<file path="src/rtl/motion_search_ctrl.sv">
// Full-search motion estimation sequencer for one macroblock.
// Ports: start/abort control, cmp_* compare handshake, cand_* fetch, best_* result.
module motion_search_ctrl #(
  parameter int RANGE = 7,
  parameter int ACC_W = 18
) (
  input  logic             clk,
  input  logic             reset_n,
  input  logic             start,
  input  logic             abort,
  output logic             busy,
  output logic             done,
  output logic [4:0]       cand_x,
  output logic [4:0]       cand_y,
  output logic             cmp_en,
  input  logic             cmp_rdy,
  input  logic             cmp_valid,
  input  logic [ACC_W-1:0] cmp_accum,
  output logic [ACC_W-1:0] cmp_oldaccum,
  output logic [4:0]       best_x,
  output logic [4:0]       best_y,
  output logic [ACC_W-1:0] best_sad,
  output logic             best_found
);

  typedef enum logic [2:0] {
    IDLE,
    ISSUE,
    WAIT_BUSY,
    WAIT_DONE,
    NEXT,
    DONE
  } state_t;

  localparam logic [4:0] POS = 5'(RANGE);
  localparam logic [4:0] NEG = 5'(-RANGE);

  state_t state;
  logic   last;

  assign last = (cand_x == POS) && (cand_y == POS);

  // An abort in the same cycle must not launch a compare.
  assign cmp_en = (state == ISSUE) && cmp_rdy && !abort;

  // Threshold one below the best makes an equal SAD prune,
  // so the earliest candidate in raster order keeps a tie.
  assign cmp_oldaccum = best_found ? best_sad - ACC_W'(1)
                                   : best_sad;

  always_ff @(posedge clk or negedge reset_n) begin
    if (!reset_n) begin
      state      <= IDLE;
      busy       <= 1'b0;
      done       <= 1'b0;
      cand_x     <= '0;
      cand_y     <= '0;
      best_x     <= '0;
      best_y     <= '0;
      best_sad   <= '1;
      best_found <= 1'b0;
    end else if (abort) begin
      state <= IDLE;
      busy  <= 1'b0;
      done  <= 1'b0;
    end else begin
      done <= 1'b0;
      unique case (state)
        IDLE: begin
          if (start) begin
            state      <= ISSUE;
            busy       <= 1'b1;
            cand_x     <= NEG;
            cand_y     <= NEG;
            best_x     <= '0;
            best_y     <= '0;
            best_sad   <= '1;
            best_found <= 1'b0;
          end
        end
        ISSUE: begin
          if (cmp_rdy) state <= WAIT_BUSY;
        end
        WAIT_BUSY: begin
          if (!cmp_rdy) state <= WAIT_DONE;
        end
        WAIT_DONE: begin
          if (cmp_rdy) begin
            if (cmp_valid) begin
              best_sad   <= cmp_accum;
              best_x     <= cand_x;
              best_y     <= cand_y;
              best_found <= 1'b1;
            end
            if (last) begin
              state <= DONE;
              busy  <= 1'b0;
              done  <= 1'b1;
            end else begin
              state <= NEXT;
            end
          end
        end
        NEXT: begin
          state <= ISSUE;
          if (cand_x == POS) begin
            cand_x <= NEG;
            cand_y <= cand_y + 5'd1;
          end else begin
            cand_x <= cand_x + 5'd1;
          end
        end
        DONE: begin
          state <= IDLE;
        end
        default: begin
          state <= IDLE;
          busy  <= 1'b0;
        end
      endcase
    end
  end

endmodule

</file>
<file path="config.mk">
export PLATFORM = sky130hd
export DESIGN_NAME = motion_search_ctrl
export DESIGN_NICKNAME = d
export VERILOG_FILES = /design/src/rtl/motion_search_ctrl.sv
export SDC_FILE = /design/constraint.sdc
export NUM_CORES = 1
export LEC_CHECK = 0
export CORE_ASPECT_RATIO = 0.6
export CORE_MARGIN = 5
export CORE_UTILIZATION = 40
export DETAILED_ROUTE_END_ITERATION = 6
export PLACE_DENSITY = 0.74
export SLEW_MARGIN = 20
export SYNTH_ARGS = -nofsm -noshare
export SYNTH_HDL_FRONTEND = slang
export SYNTH_SLANG_ARGS = --single-unit
</file>
<file path="constraint.sdc">
create_clock -name clk -period 2.4 [get_ports clk]
set_clock_uncertainty 0.15 [all_clocks]
set_input_delay 0.48 -clock clk [delete_from_list [all_inputs] [get_ports clk]]
set_output_delay 0.48 -clock clk [all_outputs]
set_load 0.005 [all_outputs]
</file>
==> results.yml <==
routing:
  drt-wirelength-per-cell_um: 17.29
  detail_route.iter0.violations: 126
  drt-total-wl_um: 7277
  detail_route.first_pass.iterations: 4
  route.detailed.drc: 0
  viasPerCell: 5.190
  num_vias: 2185
  ant_nets: 0
sta:
  hold_slack_ps: 110.9
  finalHoldViolCount: 0
  fin_crit_sh: 1.148
  timing.final.setup_violations: 11
  max_freq_mhz: 362.9
  finalWorstPathRequiredPeriod_ps: 2755
  fin_ws_ps: -355.3
  timing_max_transition_violations_final: 0
  worst-slew-pin-transition_ps: 813.8
  max-slew-margin-rel: 0.4575
  grt_setup_unrepaired: "true"
setup_path:
  setup.worst_path.end_class: "output pin"
  signal_arrival_time_at_the_worst_endpoint_ps: 2130
  worst_setup_path_start_kind: "flip-flop"
  regToRegStartpoint: "cand_x[0]"
  regToRegEndpoint: "busy"
  cp_max_fo: 4
  timing.critical_path.required_ps: 1770
  r2r_cells: 6
  reg2reg_setup_slack_ps: 230
  path_class: "reg2out"
cells_and_area:
  share_of_layout_cells_above_drive_strength_1: 0.3842
  final-instance-count-excl-fill: 421
  insertedDiodeCount: 0
  design_area_sq_um: 3780
  area_delta_synth_final_pct: 65.53
  nets: 367
place:
  placedInstanceArea_sq_um: 3528
  detailedPlace.worstSlack_ps: -363.5
  hpwl_after_detailed_placement_um: 5291
  numPortBuffers: 83
  place.gp.congestion: 0.9147
  placed_cells_incl_taps: 403
synthesis:
  syn-cell-area_sq_um: 2283
  synth.yosys.seq_area_share: 0.4921
  synthDistinctLibCells: 50
  postSynthRegisterBits: 44
  post_synth_inst_count: 204
  share_of_the_synthesized_area_in_the_top_cell_type: 0.2849
  syn_nets: 231
  netlist_top_cells_area: "dfrtp_1 (28%), dfstp_2 (21%), o22a_1 (6.5%)"
  yosys.area.top_type: "dfrtp_1"
  syn_area_cell_sq_um: 11.19
  yosysWarningCount: 0
global_route:
  grt_util_all_layers: 0.1993
  gr-total-overflow: 0
  first_pass_grt_wire_length_um: 11270
  antenna_violations_before_repair: 0
  grt_start_max_net_pins: 37
  grt_pass1_vias: 2164
cts:
  clock_tree.buffer_depth: 2
  cts_num_sinks: 44
  clock_transition_at_the_register_clock_pins_on_the_worst_setup_and_hold_paths_after_cts_ps: 80
  cts-buffers-inserted: 5
  cts-root-buf: "clkbuf_8"
  hold_buffers: 0
  tritoncts: "built"
  insertion_delay_ps: 300
  h-tree-depth: 2
floorplanning:
  floorplan.initialDensity: 0.4119
  die-height_um: 68.53
  coreArea_sq_um: 5544
  chipWidth_um: 107.5
  placement_rows: 21
  ios: 84
  dieArea_sq_um: 7369
pwr:
  power_w: 0.001669
  irDropWorstVdd_mv: 0.3202
  pwr_density_cell_nw_per_um2: 441.6
  power.leakage_nw: 1.650
run_status:
  status: "complete, but fails checks"
  failed_checks: "setup timing"
hold_path:
  hold_path.class: "in2async"
job:
  drv_cap: 0
==> layout by cell type (no fill, tap or decap), types with 6 or more instances in the layout <==
| cell | n |
|---|---|
| buf_6 | 8 |
| nand2_1 | 12 |
| dfrtp_1 | 26 |
| buf_2 | 15 |
| dfstp_2 | 18 |
| o22a_1 | 17 |
| nor2_1 | 13 |
| buf_4 | 46 |
| xor2_1 | 12 |
| nor3_1 | 6 |
| a22o_1 | 10 |
| clkdlybuf4s50_1 | 64 |
==> Yosys cell counts, drive strengths merged <==
library cell and instances:
a2111oi 1, a21boi 1, a21o 2, a21oi 5, a22o 10, a2bb2oi 2, a311o 1, a31oi 2
and2 2, and4 1, and4bb 1, buf 7, clkbuf 3, dfrtp 26, dfstp 18, ha 3
inv 4, mux2i 3, nand2 15, nand3 4, nand3b 1, nand4 5, nand4bb 1, nor2 16
nor2b 1, nor3 9, nor3b 1, nor4 4, nor4b 1, o211ai 1, o21ai 3, o22a 18
o32ai 2, or3 3, or3b 4, or4 1, or4b 2, xnor2 8, xor2 12
==> sequential cells by signal (all words and copies together) (netlist names), 3 cells and up <==
| name | cells |
|---|---|
| cand_y | 5 |
| best_y | 5 |
| cand_x | 5 |
| best_sad | 18 |
| best_x | 5 |
| state | 3 |
==> power by group <==
group / switching (W) / internal [W] / leakage [nW] / total [W]
logic: 0.000163 / 0.000208 / 1.08 / 0.000370
clock network: 0.000267 / 0.000203 / 0.0479 / 0.000470
registers: 0.0000459 / 0.000783 / 0.519 / 0.000829
total: 0.000476 / 0.00119 / 1.65 / 0.00167
==> critical path, stage by stage, from the launching register on <==
cell,delay [ps]
dfstp_2,390
nor4_4,350
or3b_4,440
buf_4,150
nor2_4,120
xor2_1,210
buf_2,160
==> metrics by stage <==
stage               TNS, ps    util
global placement      -2741  0.6364
floorplan                 0       -
CTS                   -1908  0.6707
global route          -2999  0.6818
detailed placement    -3196  0.6364
finish                -1886  0.6818
==> layout make-up <==
cell class	count	area, sq um
fillers	412	1764
multi-input cells	146	1234
repair buffers	139	1220
flip-flops and latches	44	1124
well taps	80	100.1
clock buffers	5	68.82
clock inverters	3	18.77
inverters	4	15.01
==> layer usage <==
metal,global-route usage,vias up,wire length [um]
li1,-,1033,-
met3,0.03163,6,335
met2,0.3042,66,3302
met5,0,-,0
met1,0.2967,1080,3588
met4,0.05197,0,51
==> repair_timing <==
item | CTS | global route
pin swaps | 23 | 18
setup buffers | 9 | 6
endpoints found under the setup margin | 18 | 14
resized for setup | 89 | 13
==> worst max-delay path by stage <==
stage | endpoint | from | slack, ps | depth (start not counted)
finish | cmp_oldaccum[12] | best_sad[9] | -360 | 6
global route | cmp_oldaccum[12] | best_sad[9] | -420 | 6
CTS | cmp_oldaccum[9] | best_sad[0] | -290 | 7
detailed placement | cmp_oldaccum[15] | best_sad[0] | -360 | 7
global placement | cmp_oldaccum[14] | best_sad[9] | -330 | 5
floorplan | cmp_oldaccum[8] | best_sad[1] | 130 | 7
==> cell families (layout without fill, tap and decap cells) <==
family	after synthesis	after routing	share of synthesized area
buffers and inverters	14	151	0.02904
adders and majority gates	3	3	0.01644
and+or+nand+nor	72	72	0.1973
xor gates and xnor gates	20	20	0.07671
DFF	44	44	0.4921
AOI/OAI and AO/OA	48	48	0.1753
muxes	3	3	0.01315
Power figures use the tool's default switching activity.
